## config.mk

```make
export PLATFORM = sky130hd
export DESIGN_NAME = vdp_cmd_ctrl
export DESIGN_NICKNAME = d
export VERILOG_FILES = /design/src/rtl/vdp_pkg.sv /design/src/rtl/vdp_cmd_ctrl.sv
export SDC_FILE = /design/constraint.sdc
export NUM_CORES = 1
export LEC_CHECK = 0
export ABC_AREA = 0
export CORE_UTILIZATION = 55
export DETAILED_ROUTE_END_ITERATION = 7
export DONT_BUFFER_PORTS = 1
export PLACE_DENSITY = 0.7
export SYNTH_ARGS = -nofsm -noshare
export SYNTH_HDL_FRONTEND = slang
export SYNTH_SLANG_ARGS = --single-unit
```

## constraint.sdc

```tcl
create_clock -name clk -period 2.65 [get_ports clk]
set_input_delay 0.1325 -clock clk [delete_from_list [all_inputs] [get_ports clk]]
set_output_delay 0.1325 -clock clk [all_outputs]
set_load 0.01 [all_outputs]
```

## src/rtl/vdp_pkg.sv

```systemverilog
// rtl/vdp_pkg.sv - shared types and constants for the VDP command sequencer
package vdp_pkg;

    localparam int VDP_ADDR_W = 14;
    localparam int VDP_CRAM_W = 5;

    // Access code carried in the top two bits of the second control byte
    typedef enum logic [1:0] {
        VRD   = 2'd0,
        VWR   = 2'd1,
        REGW  = 2'd2,
        CRAMW = 2'd3
    } vdp_code_t;

    typedef enum logic [1:0] {
        IDLE = 2'd0,
        VREQ = 2'd1,
        VCAP = 2'd2
    } cmd_state_t;

endpackage

```

## src/rtl/vdp_cmd_ctrl.sv

```systemverilog
// rtl/vdp_cmd_ctrl.sv - VDP control/data port command sequencer
//
// Decodes the two-byte control-port protocol and data-port accesses, owns the
// auto-incrementing access address and the read-ahead buffer, and issues
// register-file, CRAM and VRAM (req/gnt) operations.
//
// Ports:
//   clk, rst                         clock, async active-high reset
//   wr_stb, rd_stb, mode, data_in    CPU port strobes (mode 1 = control port)
//   data_out, status_in, status_clr  CPU read data, status source, status clear
//   rf_addr, rf_data, rf_en          register-file write
//   cram_addr, cram_wdata, cram_we   CRAM write
//   vram_addr, vram_wdata, vram_we,
//   vram_req, vram_gnt, vram_rdata   VRAM access handshake
//   busy, drop                       not-IDLE flag, ignored-strobe pulse
module vdp_cmd_ctrl
    import vdp_pkg::*;
#(
    parameter int ADDR_W = VDP_ADDR_W,
    parameter int CRAM_W = VDP_CRAM_W
) (
    input  logic              clk,
    input  logic              rst,
    input  logic              wr_stb,
    input  logic              rd_stb,
    input  logic              mode,
    input  logic [7:0]        data_in,
    output logic [7:0]        data_out,
    input  logic [7:0]        status_in,
    output logic              status_clr,
    output logic [3:0]        rf_addr,
    output logic [7:0]        rf_data,
    output logic              rf_en,
    output logic [CRAM_W-1:0] cram_addr,
    output logic [5:0]        cram_wdata,
    output logic              cram_we,
    output logic [ADDR_W-1:0] vram_addr,
    output logic [7:0]        vram_wdata,
    output logic              vram_we,
    output logic              vram_req,
    input  logic              vram_gnt,
    input  logic [7:0]        vram_rdata,
    output logic              busy,
    output logic              drop
);

    cmd_state_t        state_q, state_d;
    logic [ADDR_W-1:0] addr_q, addr_d, addr_cur;
    vdp_code_t         code_q, code_d;
    logic [7:0]        first_byte_q, first_byte_d;
    logic              latch_q, latch_d;
    logic [7:0]        read_buf_q, read_buf_d;
    logic              rf_en_q, rf_en_d;
    logic [3:0]        rf_addr_q, rf_addr_d;
    logic [7:0]        rf_data_q, rf_data_d;
    logic              cram_we_q, cram_we_d;
    logic [CRAM_W-1:0] cram_addr_q, cram_addr_d;
    logic [5:0]        cram_wdata_q, cram_wdata_d;
    logic              status_clr_q, status_clr_d;
    logic              vram_we_q, vram_we_d;
    logic [7:0]        vram_wdata_q, vram_wdata_d;
    logic              drop_q, drop_d;
    logic              wr_go, rd_go;

    // Strobes only act in IDLE; a simultaneous read loses to the write
    assign wr_go = (state_q == IDLE) && wr_stb;
    assign rd_go = (state_q == IDLE) && rd_stb && !wr_stb;

    // A CRAM write bumps the address one cycle after its pulse, so any strobe
    // landing in that cycle must already see the incremented value
    assign addr_cur = cram_we_q ? addr_q + ADDR_W'(1) : addr_q;

    always_ff @(posedge clk or posedge rst) begin
        if (rst) state_q <= IDLE;
        else     state_q <= state_d;
    end

    always_comb begin
        state_d = state_q;
        case (state_q)
            IDLE: begin
                if (wr_go) begin
                    if (mode) begin
                        if (latch_q && vdp_code_t'(data_in[7:6]) == VRD) state_d = VREQ;
                    end else if (code_q != CRAMW) begin
                        state_d = VREQ;
                    end
                end else if (rd_go && !mode) begin
                    state_d = VREQ;
                end
            end
            VREQ:    if (vram_gnt) state_d = vram_we_q ? IDLE : VCAP;
            VCAP:    state_d = IDLE;
            default: state_d = IDLE;
        endcase
    end

    always_comb begin
        addr_d       = addr_cur;
        code_d       = code_q;
        first_byte_d = first_byte_q;
        latch_d      = latch_q;
        read_buf_d   = read_buf_q;
        rf_en_d      = 1'b0;
        rf_addr_d    = rf_addr_q;
        rf_data_d    = rf_data_q;
        cram_we_d    = 1'b0;
        cram_addr_d  = cram_addr_q;
        cram_wdata_d = cram_wdata_q;
        status_clr_d = 1'b0;
        vram_we_d    = vram_we_q;
        vram_wdata_d = vram_wdata_q;
        drop_d       = (wr_stb || rd_stb) && ((state_q != IDLE) || (wr_stb && rd_stb));

        if (wr_go && mode) begin
            if (!latch_q) begin
                first_byte_d = data_in;
                addr_d[7:0] = data_in;
                latch_d     = 1'b1;
            end else begin
                code_d = vdp_code_t'(data_in[7:6]);
                addr_d[ADDR_W-1:8] = data_in[ADDR_W-9:0];
                latch_d = 1'b0;
                if (vdp_code_t'(data_in[7:6]) == REGW) begin
                    rf_en_d   = 1'b1;
                    rf_addr_d = data_in[3:0];
                    rf_data_d = first_byte_q;
                end
                if (vdp_code_t'(data_in[7:6]) == VRD) vram_we_d = 1'b0;
            end
        end else if (wr_go) begin
            latch_d    = 1'b0;
            read_buf_d = data_in;
            if (code_q == CRAMW) begin
                cram_we_d    = 1'b1;
                cram_addr_d  = addr_cur[CRAM_W-1:0];
                cram_wdata_d = data_in[5:0];
            end else begin
                vram_we_d    = 1'b1;
                vram_wdata_d = data_in;
            end
        end else if (rd_go && mode) begin
            status_clr_d = 1'b1;
            latch_d      = 1'b0;
        end else if (rd_go) begin
            latch_d   = 1'b0;
            vram_we_d = 1'b0;
        end

        if (state_q == VREQ && vram_gnt && vram_we_q) addr_d = addr_q + ADDR_W'(1);
        if (state_q == VCAP) begin
            read_buf_d = vram_rdata;
            addr_d     = addr_q + ADDR_W'(1);
        end
    end

    always_ff @(posedge clk or posedge rst) begin
        if (rst) begin
            addr_q       <= '0;
            code_q       <= VRD;
            first_byte_q <= '0;
            latch_q      <= 1'b0;
            read_buf_q   <= '0;
            rf_en_q      <= 1'b0;
            rf_addr_q    <= '0;
            rf_data_q    <= '0;
            cram_we_q    <= 1'b0;
            cram_addr_q  <= '0;
            cram_wdata_q <= '0;
            status_clr_q <= 1'b0;
            vram_we_q    <= 1'b0;
            vram_wdata_q <= '0;
            drop_q       <= 1'b0;
        end else begin
            addr_q       <= addr_d;
            code_q       <= code_d;
            first_byte_q <= first_byte_d;
            latch_q      <= latch_d;
            read_buf_q   <= read_buf_d;
            rf_en_q      <= rf_en_d;
            rf_addr_q    <= rf_addr_d;
            rf_data_q    <= rf_data_d;
            cram_we_q    <= cram_we_d;
            cram_addr_q  <= cram_addr_d;
            cram_wdata_q <= cram_wdata_d;
            status_clr_q <= status_clr_d;
            vram_we_q    <= vram_we_d;
            vram_wdata_q <= vram_wdata_d;
            drop_q       <= drop_d;
        end
    end

    // Request decodes straight from the state flop so reset drops it at once
    always_comb begin
        vram_req = (state_q == VREQ);
        busy     = (state_q != IDLE);
    end

    assign data_out   = mode ? status_in : read_buf_q;
    assign status_clr = status_clr_q;
    assign rf_addr    = rf_addr_q;
    assign rf_data    = rf_data_q;
    assign rf_en      = rf_en_q;
    assign cram_addr  = cram_addr_q;
    assign cram_wdata = cram_wdata_q;
    assign cram_we    = cram_we_q;
    assign vram_addr  = addr_q;
    assign vram_wdata = vram_wdata_q;
    assign vram_we    = vram_we_q;
    assign drop       = drop_q;

endmodule

```

======== After elaboration in Yosys (flattened, before gate mapping) ========
Cells that the tools add are included.
W data, S select, Z words.
word-level totals
  output and inout bits ................... 60
  input bits .............................. 30
  word-level logic and storage cells ...... 101
  register bits ........................... 71
operators by class
  reduce and logical (&&, ||, !) cells .... 29
  bitwise gates (word level) .............. 3
  equal/unequal tests ..................... 14
  add/subtract/negate cells ............... 1
  multiplexer cells ....................... 38
operators by type and width
  cell                     count
  $mux W14                 4
  $mux W8                  5
  $mux W1                  20
  $add A14 B1 Y14 const B  1
  $mux W2                  7
  $logic_and A1 B1 Y1      11
  $reduce_and A3 Y1        3
  $ne A4 B3 Y1 const B     2
  $eq A2 B2 Y1 const B     3
  $mux W6                  1
  $ne A2 B2 Y1 const B     3
  $ne A3 B3 Y1 const B     2
  $reduce_and A2 Y1        3
  $reduce_and A5 Y1        1
  $logic_not A2 Y1         2
  $ne A2 B1 Y1 const B     2
  $pmux W2 S2              1
  $reduce_and A4 Y1        1
  $reduce_bool A2 Y1       2
  $reduce_bool A4 Y1       1
  $ne A3 B2 Y1 const B     1
  $not A1 Y1               3
  $reduce_bool A3 Y1       1
  $eq A2 B1 Y1 const B     1
  2 further kinds          4

======== Longest topological paths before layout ========
  depth after elaboration ................. 7
  gate-level depth with buffers ........... 7
  mapped depth without buffers ............ 5

======== Worst setup path before layout ========
OpenSTA, ideal clock, no wires.
  kind .................................... reg-to-reg
  from .................................... register state_q[1]
  to ...................................... register rf_addr_q[0] (netlist: rf_addr[0])
  data required time ...................... 2525 ps
  arrival ................................. 1733 ps
  period minus slack after synthesis ...... 1858 ps
  buffers on the path ..................... 2
  setup slack ............................. 792 ps
  library setup time ...................... 125 ps
  stages on the path, launching flop included .. 7
  cells stage by stage .................... dfrtp_1 and4bb_4 nand2_4 or3_1 buf_2 buf_6 mux2_4
on the way
  cells in the longest elaborated chain, start to end .. 4
RTL lines
  element                      line                 RTL
  start, declared              vdp_cmd_ctrl.sv:47   cmd_state_t state_q, state_d;
  start signal, assigned       vdp_cmd_ctrl.sv:75   else state_q <= state_d;
  $logic_not A2 Y1             vdp_cmd_ctrl.sv:66   assign wr_go = (state_q == IDLE) && wr_stb;
  $logic_and A1 B1 Y1          vdp_cmd_ctrl.sv:66
  $logic_and A1 B1 Y1          vdp_cmd_ctrl.sv:115  if (wr_go && mode) begin
  $reduce_and A3 Y1 (no line)  n/a
  end signal, assigned         vdp_cmd_ctrl.sv:181  rf_addr_q <= rf_addr_d;
  end, declared                vdp_cmd_ctrl.sv:54   logic [3:0] rf_addr_q, rf_addr_d;
No other way between the ends.
A chain may end at the register's enable or synchronous reset.

======== Worst setup path in the final report ========
  from .................................... register state_q[0]
  to ...................................... register read_buf_q[7]
on the way
  cells in the longest elaborated chain, start to end .. 5
  elaborated cells between the ends (all ways) .. 8
  those cells by class .................... eq/ne: 2; mux: 1; reduce/logical: 5
RTL lines
  element                      line                 RTL
  $logic_not A2 Y1             vdp_cmd_ctrl.sv:66
  $logic_and A1 B1 Y1          vdp_cmd_ctrl.sv:66
  $logic_and A1 B1 Y1          vdp_cmd_ctrl.sv:115
  $ne A2 B1 Y1 (no line)       n/a
  $reduce_and A2 Y1 (no line)  n/a
  end signal, assigned         vdp_cmd_ctrl.sv:179  read_buf_q <= read_buf_d;
  end, declared                vdp_cmd_ctrl.sv:52   logic [7:0] read_buf_q, read_buf_d;
Parallel ways exist; a longest one is shown, timed or not.

==> impl_metrics.ini <==
[die]
coreArea_um2 = 5890
die_area_um2 = 6400
io_pins = 90
num_rows = 28
start_util_pct = 56.8
die_height_um = 80.0
die_w_um = 80.0

[sta]
skew_ns = 0.00609
worstMarginPinSlew_ns = 0.694
drv_slew = 0
setup_viol = 0
period_minus_slack_ns = 2.17
hold_ws_ns = 0.0199
max_slew_margin_pct = 53.7
hold_viol_final = 0
finalWorstSetupSlack_ns = 0.480
fmax_mhz = 461
tns_ns = 0
rsz0062_at_grt = no
finalCritPeriodShare_pct = 81.9

[grt]
grt_max_degree = 33
grtUsageTotal_pct = 27.9
grt_overflow = 0
grt_pass1_wl_um = 13000
grt_pass1_vias = 2484
antenna_found_initial = 1

[setup_path]
crit_path_top_delay_cell = or4b_1
r2r_start = state_q[0]
arrival_ns = 2.41
crit_family = simple AND/OR/NAND/NOR gates
start_kind = flop
critPathCaptureType = flop
rr_worst_depth = 4
critical_path_buf_inv_count = 1
timing.rr.end = read_buf_q[7]
worst-path-stages = 4
crit_type = reg2reg
cp_cell_sequence = or4b_1 > nand2_1 > a31oi_1 > dlygate4sd3_1
cp.required_ns = 2.89
critPathCapture = read_buf_q[7]
slowest_delay_ns = 0.79
worst-r2r-setup-slack_ns = 0.48
cp_max_fo = 11
setup.worst_path.start = state_q[0]

[layout]
fin_area_um2 = 3840
regArea_um2 = 1780
drive_above_1_share_pct = 17.9
fillers = 455
fin_nets = 361
multiInputGateArea_um2 = 1470
final_common_cell = dfrtp_1
final_core_util_pct = 65.3
layout_common_cells = dfrtp_1, nand2_1, nor2_1
area_growth_pct = 14.9

[place]
hpwl_um = 5220
place_ws_ns = 0.553
io_buffers = 0
placed_area_um2 = 3390
globalplace.congestion = 0.892

[detailed_routing]
antenna_left = 0
drtIter0Drc = 200
viasPerCell = 6.09
vias = 2501
post_drt_wl_per_cell_um = 19.7
first_pass_iters = 4
drt_wl_total_um = 8110
drcViolationCount = 0

[clock_tree]
clockBufferDepth = 2
cts.sinks = 71
hold_buffers = 22
cts-root-buf = clkbuf_8
postCtsSetupBuffers = 0
cts-buffers-inserted = 9
insertion_delay_ns = 0.35
cts_max_level = 3
tritoncts = built
clk_pin_slew_ns = 0.08
cts_resized = 0

[yosys]
ys_types = 55
synth_area_um2 = 3340
yosysSeqAreaShare_pct = 53.1
synth_edf_count = 0
netlist_instances = 309
synth_seq_cells = 71
syn_nets = 340
synth_area_per_cell_um2 = 10.8
synthFlopType = dfrtp_1
async_flop_share_pct = 100
ys_warn_count = 0

[power_and_ir_drop]
leakage_nw = 1.75
cellPowerDensity_nw_per_um2 = 1120
peakVddDrop_v = 0.000610

[run_status]
status = complete, no violations

[flow_run]
maxCapViolations = 0

[hold_path]
hold_class = in2reg
==> through the flow <==
stage / power [mW] / std cells
CTS: 4.30 / 410
global route: 4.56 / 411
detailed placement: 3.23 / 372
floorplan: 2.97 / 309
global placement: 3.19 / 372
finish: 4.29 / 411
==> cell families after synthesis <==
group	Yosys count	share of synthesized area, %
adder cells (fa/ha/maj)	2	0.673
multiplexers	35	12.8
flip-flops	71	53.1
XOR/XNOR	4	1.05
AND/OR/NAND/NOR	124	18.9
AO/OA/AOI/OAI	52	10.5
buffers and inverters	21	2.99
==> synthesized netlist by cell type (2+ instances only) <==
cell type | n | area (um2)
xor2_1 | 3 | 26.3
a211oi_1 | 7 | 52.6
and2_1 | 5 | 31.3
or3_1 | 4 | 25.0
inv_1 | 5 | 18.8
a21oi_1 | 10 | 50.1
and3_1 | 4 | 25.0
buf_2 | 5 | 25.0
a311oi_1 | 6 | 52.6
dfrtp_1 | 71 | 1780
a31oi_1 | 4 | 25.0
and4_1 | 2 | 17.5
buf_4 | 2 | 15.0
nand3_1 | 7 | 35.0
o21ai_0 | 6 | 30.0
nor3_1 | 3 | 15.0
nor2_1 | 33 | 124
mux2_4 | 9 | 135
o22ai_1 | 7 | 43.8
mux2_2 | 25 | 282
a22oi_1 | 2 | 15.0
nand2_1 | 45 | 169
nor2b_1 | 2 | 12.5
o211ai_1 | 2 | 15.0
nand4_1 | 4 | 25.0
clkbuf_1 | 7 | 26.3
==> metal layers <==
layer  track usage [%]  routed length [um]  vias to the layer above
met5                 0                   0                        -
met1              38.4                3470                     1203
met2              40.2                3670                      128
met3              10.2                 821                       14
li1                  -                   -                     1156
met4              10.7                 151                        0
==> flip-flops by register name, summed over array words and instances (netlist names) <==
signal	flops
latch_q	1
code_q	2
vram_wdata	8
cram_wdata	6
rf_en	1
rf_data	8
vram_addr	14
cram_we	1
status_clr	1
rf_addr	4
cram_addr	5
vram_we	1
read_buf_q	8
drop	1
first_byte_q	8
state_q	2
==> worst min path at each step <==
stage | start | end | slack [ns] | cells after the start
final | data_in[0] | vram_addr[8] | 0.02 | 2
after global routing | data_in[5] | vram_addr[13] | 0.02 | 2
after CTS | data_in[5] | vram_addr[13] | 0.007 | 2
after detailed placement | rst | vram_addr[2] | 0.05 | 1
after global placement | rst | vram_addr[2] | 0.04 | 1
after floorplan | data_in[6] | code_q[0] | 0.24 | 2
==> power by group <==
part | switching [mW] | internal [mW]
Combinational | 0.569 | 0.559
Clock | 0.417 | 0.585
Sequential | 0.593 | 1.56
Total | 1.58 | 2.71
==> area by class of cell <==
cell class              count  share of cell area (%)
diodes                      1                  0.0651
clock buffers              12                    4.04
clock inverters             4                    1.99
inverters                   5                   0.489
multi-input cells         217                    38.2
flip-flops and latches     71                    46.3
well taps                  75                    2.44
repair buffers             26                    6.51
(Power assumes the default switching activity.)
